==> src/rtl/packet_rcvr.sv <==
// Serial packet receiver: hunts for an 8-bit header on data_in (MSB first), then
// captures the following 8-bit body into data_out and flags it with ready/overrun.
module packet_rcvr #(
  parameter logic [7:0] HEADER = 8'hA5
) (
  input  logic       clock,
  input  logic       reset,
  input  logic       data_in,
  input  logic       reading,
  output logic       ready,
  output logic       overrun,
  output logic [7:0] data_out
);

  typedef enum logic {
    SEARCH = 1'b0,
    BODY   = 1'b1
  } state_t;

  state_t     state, state_d;
  logic [7:0] header_sr, header_sr_d;
  logic [7:0] body_sr, body_sr_d;
  logic [2:0] bit_cnt, bit_cnt_d;
  logic       byte_done;

  // Handshake: ready=1 means data_out holds an unread byte; a one-cycle reading
  // pulse consumes it. A byte completing on the same edge as reading wins.
  always_ff @(posedge clock or posedge reset) begin
    if (reset) begin
      state     <= SEARCH;
      header_sr <= 8'h00;
      body_sr   <= 8'h00;
      bit_cnt   <= 3'd0;
    end else begin
      state     <= state_d;
      header_sr <= header_sr_d;
      body_sr   <= body_sr_d;
      bit_cnt   <= bit_cnt_d;
    end
  end

  always_comb begin
    state_d     = state;
    header_sr_d = header_sr;
    body_sr_d   = body_sr;
    bit_cnt_d   = bit_cnt;
    byte_done   = 1'b0;
    case (state)
      SEARCH: begin
        header_sr_d = {header_sr[6:0], data_in};
        if (header_sr_d == HEADER) begin
          state_d   = BODY;
          bit_cnt_d = 3'd0;
        end
      end
      BODY: begin
        body_sr_d = {body_sr[6:0], data_in};
        bit_cnt_d = bit_cnt + 3'd1;
        if (bit_cnt == 3'd7) begin
          byte_done   = 1'b1;
          state_d     = SEARCH;
          header_sr_d = 8'h00;
        end
      end
      default: state_d = SEARCH;
    endcase
  end

  // A completing byte overruns only if the previous one is still unread and not
  // being read on this very edge.
  always_ff @(posedge clock or posedge reset) begin
    if (reset) begin
      ready    <= 1'b0;
      overrun  <= 1'b0;
      data_out <= 8'h00;
    end else if (byte_done) begin
      data_out <= body_sr_d;
      ready    <= 1'b1;
      overrun  <= reading ? 1'b0 : (overrun | ready);
    end else if (reading) begin
      ready    <= 1'b0;
      overrun  <= 1'b0;
    end
  end

endmodule

==> config.mk <==
export PLATFORM = sky130hd
export DESIGN_NAME = packet_rcvr
export DESIGN_NICKNAME = d
export VERILOG_FILES = /design/src/rtl/packet_rcvr.sv
export SDC_FILE = /design/constraint.sdc
export NUM_CORES = 1
export LEC_CHECK = 0
export BUFFER_PORTS_ARGS = -buffer_cell sky130_fd_sc_hd__buf_2
export CAP_MARGIN = 20
export CORE_MARGIN = 2
export CORE_UTILIZATION = 35
export DETAILED_ROUTE_END_ITERATION = 6
export MAX_ROUTING_LAYER = met4
export PLACE_DENSITY = 0.62
export SLEW_MARGIN = 15
export SYNTH_ARGS = -nofsm -noshare
export SYNTH_HDL_FRONTEND = slang
export SYNTH_SLANG_ARGS = --single-unit
==> constraint.sdc <==
create_clock -name clock -period 3.9 [get_ports clock]
set_input_delay 0.195 -clock clock [delete_from_list [all_inputs] [get_ports clock]]
set_output_delay 0.195 -clock clock [all_outputs]
set_load 0.02 [all_outputs]
# == Yosys cells after proc, flatten, opt, wreduce, memory -nomap -nowiden ==
# Index checks and enable logic that the tools add are counted.
# totals
register_bits,29
input_bits,4
out_inout_bits,10
wordCells,29
# classes
n_addsub,1
n_eq_ne,4
muxes,14
n_bitwise,2
n_reduce_logical,1
# ops
op,n
case mux 7 bit (2 select lines),1
equality test 8 bit (second input constant),1
2-to-1 mux 1 bit,8
2-to-1 mux 8 bit,1
2-to-1 mux 7 bit,1
case mux 3 bit (2 select lines),1
adder 3 x 1 -> 3 bit (second input constant),1
equality test 3 bit (second input constant),1
2-to-1 mux 3 bit,1
inequality test 2 x 1 -> 1 bit (second input constant),1
inequality test 2 bit (second input constant),1
case mux 1 bit (2 select lines),1
nonzero test 2 bit,1
NOT 1 bit,1
OR 1 bit,1

# == Logic depth before layout (Yosys ltp) ==
# depth
depth_word,4
mapped_depth,5

# == Worst setup path before layout ==
# No wires, ideal clock.
# synth_timing
kind,reg-to-reg
start,register bit_cnt[0]
end,register data_out[1]
t_arrival_ns,1.254
required_time_ns,3.775
path_slack_ns,2.521
path_stages_with_launch,5
n_path_buf,0
period_less_slack_ns,1.379
cell_sequence,dfrtp_1 > ha_1 > ha_1 > nand2_4 > mux2_4
# synth_via
elab_chain_len,3
# synth_rtl
item,line,rtl
start: declaration,23,"logic [2:0] bit_cnt, bit_cnt_d;"
start signal: assignment,38,bit_cnt <= bit_cnt_d;
equality test 3 bit,59,if (bit_cnt == 3'd7) begin
2-to-1 mux 1 bit,59,
2-to-1 mux 1 bit,48,case (state)
end signal: assignment,77,data_out <= body_sr_d;
end: declaration,12,output logic [7:0] data_out
# Every way passes these cells.
# A chain may end at the register's enable or synchronous reset.

# == Worst setup path in the final report ==
# layout_timing
start,register state
end,register data_out[6]
# layout_via
elab_chain_len,1
# layout_rtl
item,line,rtl
start: declaration,20,"state_t state, state_d;"
start signal: assignment,35,state <= state_d;
2-to-1 mux 8 bit / 2-to-1 mux 1 bit (equally long branches),48,
# Several ways; a longest one is shown, not always the timed one.

==> metrics <==
DRC viols 0; clock latency on the worst-skew pair 0.33 ns; final instance area 1360 um^2; Die ar. 3820 um^2; CTS Buffer Depth 2; area post-placement 1270 um^2; CP endpoint kind flop; fin cells 149; Max Fclk 612 MHz; commonest non-fill, non-tap cells in the layout dfrtp_1, buf_2, inv_1, o21ai_0, mux2_2; Critical Path RT 4.14 ns; Layout area overhead 16.3%; worst ir drop on vdd 473 uV; #FFs+latches synth 28; DR iter-0 viols 22; WS Path Type reg -> reg; number of cell rows 20; post-route ant nets 0; Placer Congestion 0.644; cells on worst reg2reg path 2; total power draw 0.000845 W; layout cells sized above 1 0.343; drt pass-1 iters 4; worst hold-check path type in -> reg; FF-to-FF End data_out[6]; most common cell after layout, fill and taps aside dfrtp_1; average via count per standard cell 4.67; top cells by area, synth dfrtp_1, mux2_4, mux2_2; Hold Path Depth 2; power per standard cell area 622 nW/um^2; Leakage 0.705 nW; clock sinks 28; Post-Syn Instances 88; Tmin final 1.63 ns; core area 3100 um^2; Worst Hold End body_sr[0]; H-Tree Depth 1; post-DP HPWL 1.25 mm; critical path fanouts, max 28; r2r startpoint state; post-route setup TNS 0 ns; # IOs 14; cts repair resizes 0; Root Driver clkbuf_4; Mean Syn Cell Area 13.3 um^2; Unique masters post-synth 18; Seq/Total Area, Yosys 0.600; Vias 696; total track usage 0.120; Tcrit/Tclk final 0.419; Ant. Diodes 0; Final Slew Violations 0; clock-pin slew on the worst setup and hold paths 0.15 ns; vias in the first global route 658; initial antenna violation count 0; area share of the largest cell type after synthesis 0.600; Initial Utilization 0.377; final setup vio count 0; clk_skew 0.00770 ns; worst-margin pin slew 0.867 ns; largest net degree at the start of global routing 29; RSZ-0062 raised after global routing no; Die W 61.8 um; multi-input logic area 413 um^2; Placed Cells 142; outcome finished clean; Setup Fix Bufs, Post-CTS 0; register area 701 um^2; startpoint class of the critical path flop; Fill cells 316; mean routed wirelength per cell 12.5 um; Hold Crit Start data_in; IO buf count 13; GR Overflow Total 0; Die H 61.8 um; Synthesis Warnings 0; FF-to-FF setup slack 2.27 ns; DRT Wirelength 1.87 mm; global-route wire length before repair 3.22 mm; Synth area leader dfrtp_1; Syn Nets 94; max_cap viols 0; CTS tree yes; CTS buffer count 3; synthesized cell area 1170 um^2; Max transition margin 0.422; Final Hold Fails 0; Final #Nets 112; # hold bufs at CTS 0; arrival time at the worst endpoint 1.87 ns
==> layer usage <==
metal | track usage | share of wire | up-vias
li1 | - | - | 335
met1 | 0.158 | 0.47 | 338
met2 | 0.179 | 0.47 | 18
met3 | 0.0373 | 0.047 | 5
met4 | 0.0365 | 0.012 | 0
met5 | - | 0 | -
==> registers in the layout, indices dropped and copies added, names as in the netlist <==
register / cells
bit_cnt: 3
state: 1
ready: 1
header_sr: 7
body_sr: 7
data_out: 8
overrun: 1
==> cell type report <==
| cell class | count | area share |
|---|---|---|
| tap | 44 | 0.0405 |
| inverter | 10 | 0.0276 |
| clock buffer | 3 | 0.0166 |
| timing repair buffer | 16 | 0.0737 |
| clock inverter | 1 | 0.0221 |
| sequential | 28 | 0.516 |
| multi-input combinational | 47 | 0.304 |
==> power breakdown <==
| part | total [W] | switching [W] | internal [W] |
|---|---|---|---|
| Sequential | 0.000464 | 0.0000854 | 0.000379 |
| Combinational | 0.000193 | 0.0000808 | 0.000112 |
| Clock | 0.000188 | 0.0000842 | 0.000104 |
==> kinds of logic (layout without fill, tap and decap cells) <==
family / Yosys count / in the layout / synth area share
buffers and inverters: 13 / 30 / 0.0471
flip-flops: 28 / 28 / 0.600
AND/OR/NAND/NOR: 16 / 16 / 0.0953
multiplexers: 15 / 15 / 0.167
AO/OA/AOI/OAI: 14 / 14 / 0.0696
adder cells (fa/ha/maj): 2 / 2 / 0.0214
==> per-stage QoR <==
step                utilization  setup slack, ns  hold WS [ns]
floorplan                     -             2.52         0.260
global placement          0.410             2.32         0.375
detailed placement        0.410             2.26         0.380
CTS                       0.427             2.25       0.00198
global route              0.438             2.16         0.110
finish                    0.438             2.27         0.126
==> critical path, stage by stage (launching register included) <==
cell and delay (ns):
dfrtp_1 0.94, nand2_4 0.24, mux2_4 0.36
==> cell usage after synthesis <==
cell type   n
mux2_4      7
nand3b_1    5
buf_4       1
mux2_2      8
nor2b_1     3
a21oi_1     1
o21ai_0     9
nor2_1      1
ha_1        2
nand2_1     4
o21bai_1    1
inv_1      10
nand2_4     1
a22o_1      2
dfrtp_1    28
buf_2       2
and4bb_2    2
a31oi_1     1
==> worst max-delay path by stage <==
stage | slack (ns) | end | cells after the start | from
2_1_floorplan | 2.52 | data_out[1] | 4 | bit_cnt[0]
3_3_place_gp | 2.32 | data_out[2] | 2 | state
3_5_place_dp | 2.26 | data_out[6] | 2 | state
4_1_cts | 2.25 | data_out[6] | 2 | state
5_1_grt | 2.16 | data_out[6] | 2 | state
6_report | 2.27 | data_out[6] | 2 | state
No activity file was read; power rests on OpenSTA's default activity.
